File: src/rtl/synth_pkg.sv
// synth_pkg: shared mixer state encoding, Q1.15 constants and 16-bit saturation helper.
package synth_pkg;

    typedef enum logic [1:0] {IDLE, MAC, GAIN, OUT} mix_state_t;

    localparam logic [15:0] Q15_ONE = 16'h8000;
    localparam logic [15:0] ENV_MAX = 16'h7FFF;
    localparam logic signed [15:0] SAMPLE_MAX = 16'sh7FFF;
    localparam logic signed [15:0] SAMPLE_MIN = 16'sh8000;

    function automatic logic signed [15:0] sat16(input logic signed [63:0] v);
        return v > 64'sd32767 ? SAMPLE_MAX : v < -64'sd32768 ? SAMPLE_MIN : v[15:0];
    endfunction

endpackage

File: src/rtl/voice_env_mixer_if.sv
// voice_env_mixer_if: voice/envelope inputs and mixed-sample outputs of the envelope mixer.
interface voice_env_mixer_if #(
    parameter int NUM_VOICES = 4,
    parameter int DATA_W     = 16
);
    logic                         sample_tick;
    logic [NUM_VOICES*DATA_W-1:0] voice_sample;
    logic [NUM_VOICES*DATA_W-1:0] voice_env;
    logic [DATA_W-1:0]            master_gain;
    logic [DATA_W-1:0]            out;
    logic                         out_valid;
    logic                         busy;
    logic                         overrun;

    modport master (
        output sample_tick, voice_sample, voice_env, master_gain,
        input  out, out_valid, busy, overrun
    );

    modport slave (
        input  sample_tick, voice_sample, voice_env, master_gain,
        output out, out_valid, busy, overrun
    );
endinterface

File: src/rtl/voice_env_mixer_mul.sv
// q15_mul: combinational signed multiply with arithmetic >>>15 (floor) Q1.15 rescale.
module q15_mul #(
    parameter int A_W = 19,
    parameter int B_W = 17
) (
    input  logic signed [A_W-1:0]     a,
    input  logic signed [B_W-1:0]     b,
    output logic signed [A_W+B_W-1:0] p
);
    logic signed [A_W+B_W-1:0] full;

    assign full = a * b;
    assign p    = full >>> 15;
endmodule

File: src/rtl/voice_env_mixer.sv
// voice_env_mixer: per-tick envelope-weighted sum of all voices through one shared multiplier,
// then master gain and 16-bit saturation.
module voice_env_mixer
    import synth_pkg::*;
#(
    parameter int NUM_VOICES = 4,
    parameter int DATA_W     = 16
) (
    input logic               CLK,
    input logic               RESET,
    voice_env_mixer_if.slave  bus
);
    localparam int IDX_W = NUM_VOICES > 1 ? $clog2(NUM_VOICES) : 1;
    localparam int ACC_W = DATA_W + $clog2(NUM_VOICES) + 1;
    localparam int P_W   = ACC_W + DATA_W + 1;

    mix_state_t                   state, state_nx;
    logic [NUM_VOICES*DATA_W-1:0] samp_q, env_q;
    logic [DATA_W-1:0]            gain_q;
    logic [IDX_W-1:0]             idx;
    logic signed [ACC_W-1:0]      acc;
    logic signed [P_W-1:0]        g_q, prod;
    logic signed [DATA_W-1:0]     samp_cur;
    logic [DATA_W-1:0]            env_cur;
    logic signed [ACC_W-1:0]      mul_a;
    logic signed [DATA_W:0]       mul_b;
    logic                         tick, last;

    assign tick     = bus.sample_tick;
    assign bus.busy = state != IDLE;

    // Envelope bit 15 set means a wrapped release level, which is treated as silence.
    always_comb begin
        samp_cur = samp_q[idx*DATA_W +: DATA_W];
        env_cur  = env_q[idx*DATA_W +: DATA_W];
        last     = idx == IDX_W'(NUM_VOICES - 1);
        mul_a    = state == GAIN ? acc : ACC_W'(samp_cur);
        mul_b    = state == GAIN ? {1'b0, gain_q} : {1'b0, env_cur & {DATA_W{~env_cur[DATA_W-1]}}};
        state_nx = state == IDLE ? (tick ? MAC : IDLE)
                 : state == MAC  ? (last ? GAIN : MAC)
                 : state == GAIN ? OUT
                 : IDLE;
    end

    q15_mul #(.A_W(ACC_W), .B_W(DATA_W + 1)) u_mul (
        .a (mul_a),
        .b (mul_b),
        .p (prod)
    );

    always_ff @(posedge CLK) begin
        if (RESET) begin
            state         <= IDLE;
            samp_q        <= '0;
            env_q         <= '0;
            gain_q        <= '0;
            idx           <= '0;
            acc           <= '0;
            g_q           <= '0;
            bus.out       <= '0;
            bus.out_valid <= 1'b0;
            bus.overrun   <= 1'b0;
        end else begin
            state         <= state_nx;
            bus.out_valid <= state == OUT;
            if (tick && state != IDLE)
                bus.overrun <= 1'b1;
            if (tick && state == IDLE) begin
                samp_q <= bus.voice_sample;
                env_q  <= bus.voice_env;
                gain_q <= bus.master_gain;
                acc    <= '0;
                idx    <= '0;
            end
            if (state == MAC) begin
                acc <= acc + prod[ACC_W-1:0];
                idx <= idx + 1'b1;
            end
            if (state == GAIN)
                g_q <= prod;
            if (state == OUT)
                bus.out <= sat16(64'(g_q));
        end
    end
endmodule

File: src/flat_wrapper.sv
// flat-port wrapper written by rule: the top's interface ports become plain ports
module voice_env_mixer_flat import synth_pkg::*;
#(
    parameter int NUM_VOICES = 4,
    parameter int DATA_W     = 16
)
  (CLK, RESET, bus_sample_tick, bus_voice_sample, bus_voice_env, bus_master_gain, bus_out, bus_out_valid, bus_busy, bus_overrun);
  voice_env_mixer_if #(.NUM_VOICES(NUM_VOICES), .DATA_W(DATA_W)) bus_i ();
  input logic CLK;
  input logic RESET;
  input wire logic [$bits(bus_i.sample_tick)-1:0] bus_sample_tick;
  input wire logic [$bits(bus_i.voice_sample)-1:0] bus_voice_sample;
  input wire logic [$bits(bus_i.voice_env)-1:0] bus_voice_env;
  input wire logic [$bits(bus_i.master_gain)-1:0] bus_master_gain;
  output wire logic [$bits(bus_i.out)-1:0] bus_out;
  output wire logic [$bits(bus_i.out_valid)-1:0] bus_out_valid;
  output wire logic [$bits(bus_i.busy)-1:0] bus_busy;
  output wire logic [$bits(bus_i.overrun)-1:0] bus_overrun;
  assign bus_i.sample_tick = bus_sample_tick;
  assign bus_i.voice_sample = bus_voice_sample;
  assign bus_i.voice_env = bus_voice_env;
  assign bus_i.master_gain = bus_master_gain;
  assign bus_out = bus_i.out;
  assign bus_out_valid = bus_i.out_valid;
  assign bus_busy = bus_i.busy;
  assign bus_overrun = bus_i.overrun;
  voice_env_mixer #(.NUM_VOICES(NUM_VOICES), .DATA_W(DATA_W)) u_core (.CLK(CLK), .RESET(RESET), .bus(bus_i));
endmodule
File: config.mk
export PLATFORM = sky130hd
export DESIGN_NAME = voice_env_mixer_flat
export DESIGN_NICKNAME = d
export VERILOG_FILES = /design/src/rtl/synth_pkg.sv /design/src/rtl/voice_env_mixer_if.sv /design/src/rtl/voice_env_mixer_mul.sv /design/src/rtl/voice_env_mixer.sv /design/src/flat_wrapper.sv
export SDC_FILE = /design/constraint.sdc
export NUM_CORES = 1
export LEC_CHECK = 0
export ABC_AREA = 1
export CORE_MARGIN = 2
export CORE_UTILIZATION = 55
export DETAILED_ROUTE_END_ITERATION = 8
export GPL_TIMING_DRIVEN = 0
export PLACE_DENSITY = 0.79
export SLEW_MARGIN = 20
export SYNTH_ARGS = -nofsm -noshare
export SYNTH_HDL_FRONTEND = slang
export SYNTH_SLANG_ARGS = --single-unit
File: constraint.sdc
create_clock -name CLK -period 6.9 [get_ports CLK]
set_clock_uncertainty 0.1 [all_clocks]
set_input_delay 2.07 -clock CLK [delete_from_list [all_inputs] [get_ports CLK]]
set_output_delay 2.07 -clock CLK [all_outputs]
set_load 0.02 [all_outputs]
==> results.sh <==
export IMPL_finalHoldViolCount=0
export IMPL_period_needed_ns=8.09
export IMPL_die_h_um=200
export IMPL_vias=21209
export IMPL_io_pins=166
export IMPL_post_place_cells=3457
export IMPL_synth_common_cells="nor2_1 (526), inv_1 (476), nand2_1 (419), fa_1 (306), o21ai_0 (238)"
export IMPL_yosysTopAreaCell="fa_1"
export IMPL_rsz0062_at_grt="true"
export IMPL_vias_per_cell=5.74
export IMPL_synth_area_mm2=0.0212
export IMPL_grt_pass1_vias=21008
export IMPL_drt_first_iter_violations=2215
export IMPL_violations="setup timing"
export IMPL_critPathMaxStageDelay_ns=0.56
export IMPL_setup_viol=25
export IMPL_clockRootBuffer="clkbuf_16"
export IMPL_synth_seq_cells=206
export IMPL_overflow=0
export IMPL_final_cells=3696
export IMPL_routed_wl_um=76800
export IMPL_first_pass_iters=9
export IMPL_dieArea_mm2=0.0401
export IMPL_remaining_drc_errors=0
export IMPL_max_freq_mhz=124
export IMPL_critPathKind="flip-flop to flip-flop"
export IMPL_postSynthCellCount=2782
export IMPL_clk_pin_slew_ns=0.07
export IMPL_ys_types=54
export IMPL_drive_gt1_share_pct=24.9
export IMPL_grt_max_degree=15
export IMPL_syn2layout_area_growth_pct=36.1
export IMPL_crit_fanout=6
export IMPL_cts_tree="done"
export IMPL_worst_pin_slew_ns=0.805
export IMPL_fin_nets=3730
export IMPL_routedWlPerCell_um=20.8
export IMPL_drv_cap=0
export IMPL_antenna_found_initial=0
export IMPL_async_flop_share_pct=0
export IMPL_die_x_um=200
export IMPL_synth_area_top_cells="fa_1 (29%), dfxtp_1 (19%), nor2_1 (9.3%)"
export IMPL_arrival_ns=8.46
export IMPL_clockBufferDepth=3
export IMPL_grt_pass1_wl_um=114000
export IMPL_gp_congestion=1.02
export IMPL_fillers=2658
export IMPL_io_buffers=164
export IMPL_synth_top_area_share_pct=28.9
export IMPL_syn_num_nets=3343
export IMPL_critical_path_top_cell_by_count="fa_1"
export IMPL_hold_path_class="flip-flop to flip-flop"
export IMPL_ys_warn_count=0
export IMPL_rows=71
export IMPL_clock_sinks=206
export IMPL_clock_latency_ns=0.56
export IMPL_worst_slack_ns=-1.19
export IMPL_synth_flop_cell="dfxtp_1"
export IMPL_max_slew_margin_rel_pct=45.9
export IMPL_core_area_mm2=0.0378
export IMPL_start_util_pct=56.0
export IMPL_outcome="finished, violations left"
export IMPL_ant_nets=0
export IMPL_slowest_stage="fa_1"
export IMPL_end_kind="flip-flop"
export IMPL_syn_avg_cell_area_um2=7.62
export IMPL_gr_usage_all_layers_pct=36.4
export IMPL_holdBufCountCts=0
export IMPL_cts_buffers=23
export IMPL_synth_seq_area_share_pct=19.5
export IMPL_diodes=0
export IMPL_critical_path_required_ns=7.27
export IMPL_period_share_pct=117
export IMPL_dp_hpwl_um=56200
export IMPL_htreeDepth=1
export IMPL_synth_edf_count=0
export IMPL_finalMaxSlewViolations=0
export IMPL_start_kind="flip-flop"
export IMPL_yosysMostFrequentCell="nor2_1"
[flip-flops by register name, summed over array words and instances (netlist names)]
signal	count
u_core.env_q	64
u_core.samp_q	64
u_core.g_q	21
u_core.acc	19
u_core.bus.out	16
u_core.gain_q	16
u_core.idx	2
u_core.state	2
u_core.bus.out_valid	1
u_core.bus.overrun	1
[timing repair]
| action | CTS | global route |
|---|---|---|
| pin swaps | 78 | 177 |
| setup endpoints to repair | 40 | 39 |
| gates resized for setup | 287 | 366 |
| cloned | 11 | 0 |
| buffers inserted | 97 | 94 |
[worst max-delay path, delay by kind of cell (launching register included)]
family / cells / cell delay, ns
AOI/OAI and AO/OA: 9 / 1.42
xor gates and xnor gates: 1 / 0.26
adders and majority gates: 8 / 3.67
buffers and inverters: 11 / 1.12
DFF: 1 / 0.38
and+or+nand+nor: 10 / 1.04
[per-layer routing]
| metal | global-route usage, % | part of all wire [%] |
|---|---|---|
| met4 | 15.4 | 5.9 |
| met2 | 58.2 | 46 |
| met5 | 0 | 0 |
| met3 | 7.13 | 11 |
| met1 | 48.4 | 38 |
[cell families (layout without fill, tap and decap cells)]
group,Yosys count,after routing,share of synthesized area [%]
and+or+nand+nor,1031,1031,19.2
buffers and inverters,619,1022,11.6
AOI/OAI and AO/OA,491,491,13.5
adders and majority gates,414,414,35.3
DFF,206,206,19.5
xor gates and xnor gates,21,21,0.903
[through the flow]
step	hold WS, ns	TNS, ns	worst slack (ns)	utilization [%]	instance area, um^2
global route	0.395	-22.27	-1.40	76.2	28800
finish	0.376	-15.98	-1.19	76.2	28800
CTS	0.370	-12.22	-0.991	70.9	26800
global placement	0.339	-39.01	-1.89	63.0	23800
floorplan	0.330	-0.282	-0.0918	-	21500
detailed placement	0.344	-42.35	-2.01	63.0	23800
[final timing paths]
check,slack [ns],depth (start not counted),endpoint,startpoint
max reg2reg,-1.19,39,u_core.acc[17],u_core.idx[0]
min,0.38,2,u_core.bus.out[6],u_core.g_q[6]
min reg2reg,0.38,2,u_core.bus.out[6],u_core.g_q[6]
max,-1.19,39,u_core.acc[17],u_core.idx[0]
[layout by cell type, fill, tap and decap left out, drive strengths merged, types with 6 or more instances in the layout]
cell type      count
o21bai             7
xnor2              7
a21o              10
a21oi            138
clkinv            10
clkbuf            84
a32o              13
o21ai            279
buf              254
xor2              14
nor3              13
fa               306
nand2            428
nand3             46
a31oi              6
clkdlybuf4s50    164
inv              501
ha               108
dfxtp            206
nor2             533
o22ai             19
[cell type report]
| class | count | area [um^2] | share of cell area, % |
|---|---|---|---|
| plain buffers | 114 | 769 | 2.67 |
| clock buffers | 29 | 618 | 2.14 |
| clock inverters | 12 | 168 | 0.581 |
| inverters | 505 | 1980 | 6.88 |
| multi-input cells | 1957 | 16900 | 58.6 |
| flip-flops and latches | 206 | 4130 | 14.3 |
| well taps | 511 | 639 | 2.22 |
| repair buffers | 362 | 3620 | 12.5 |
Power is left out: the tool's default activity adds up to more than one toggle a clock period on the data nets, which glitch-free logic cannot reach.
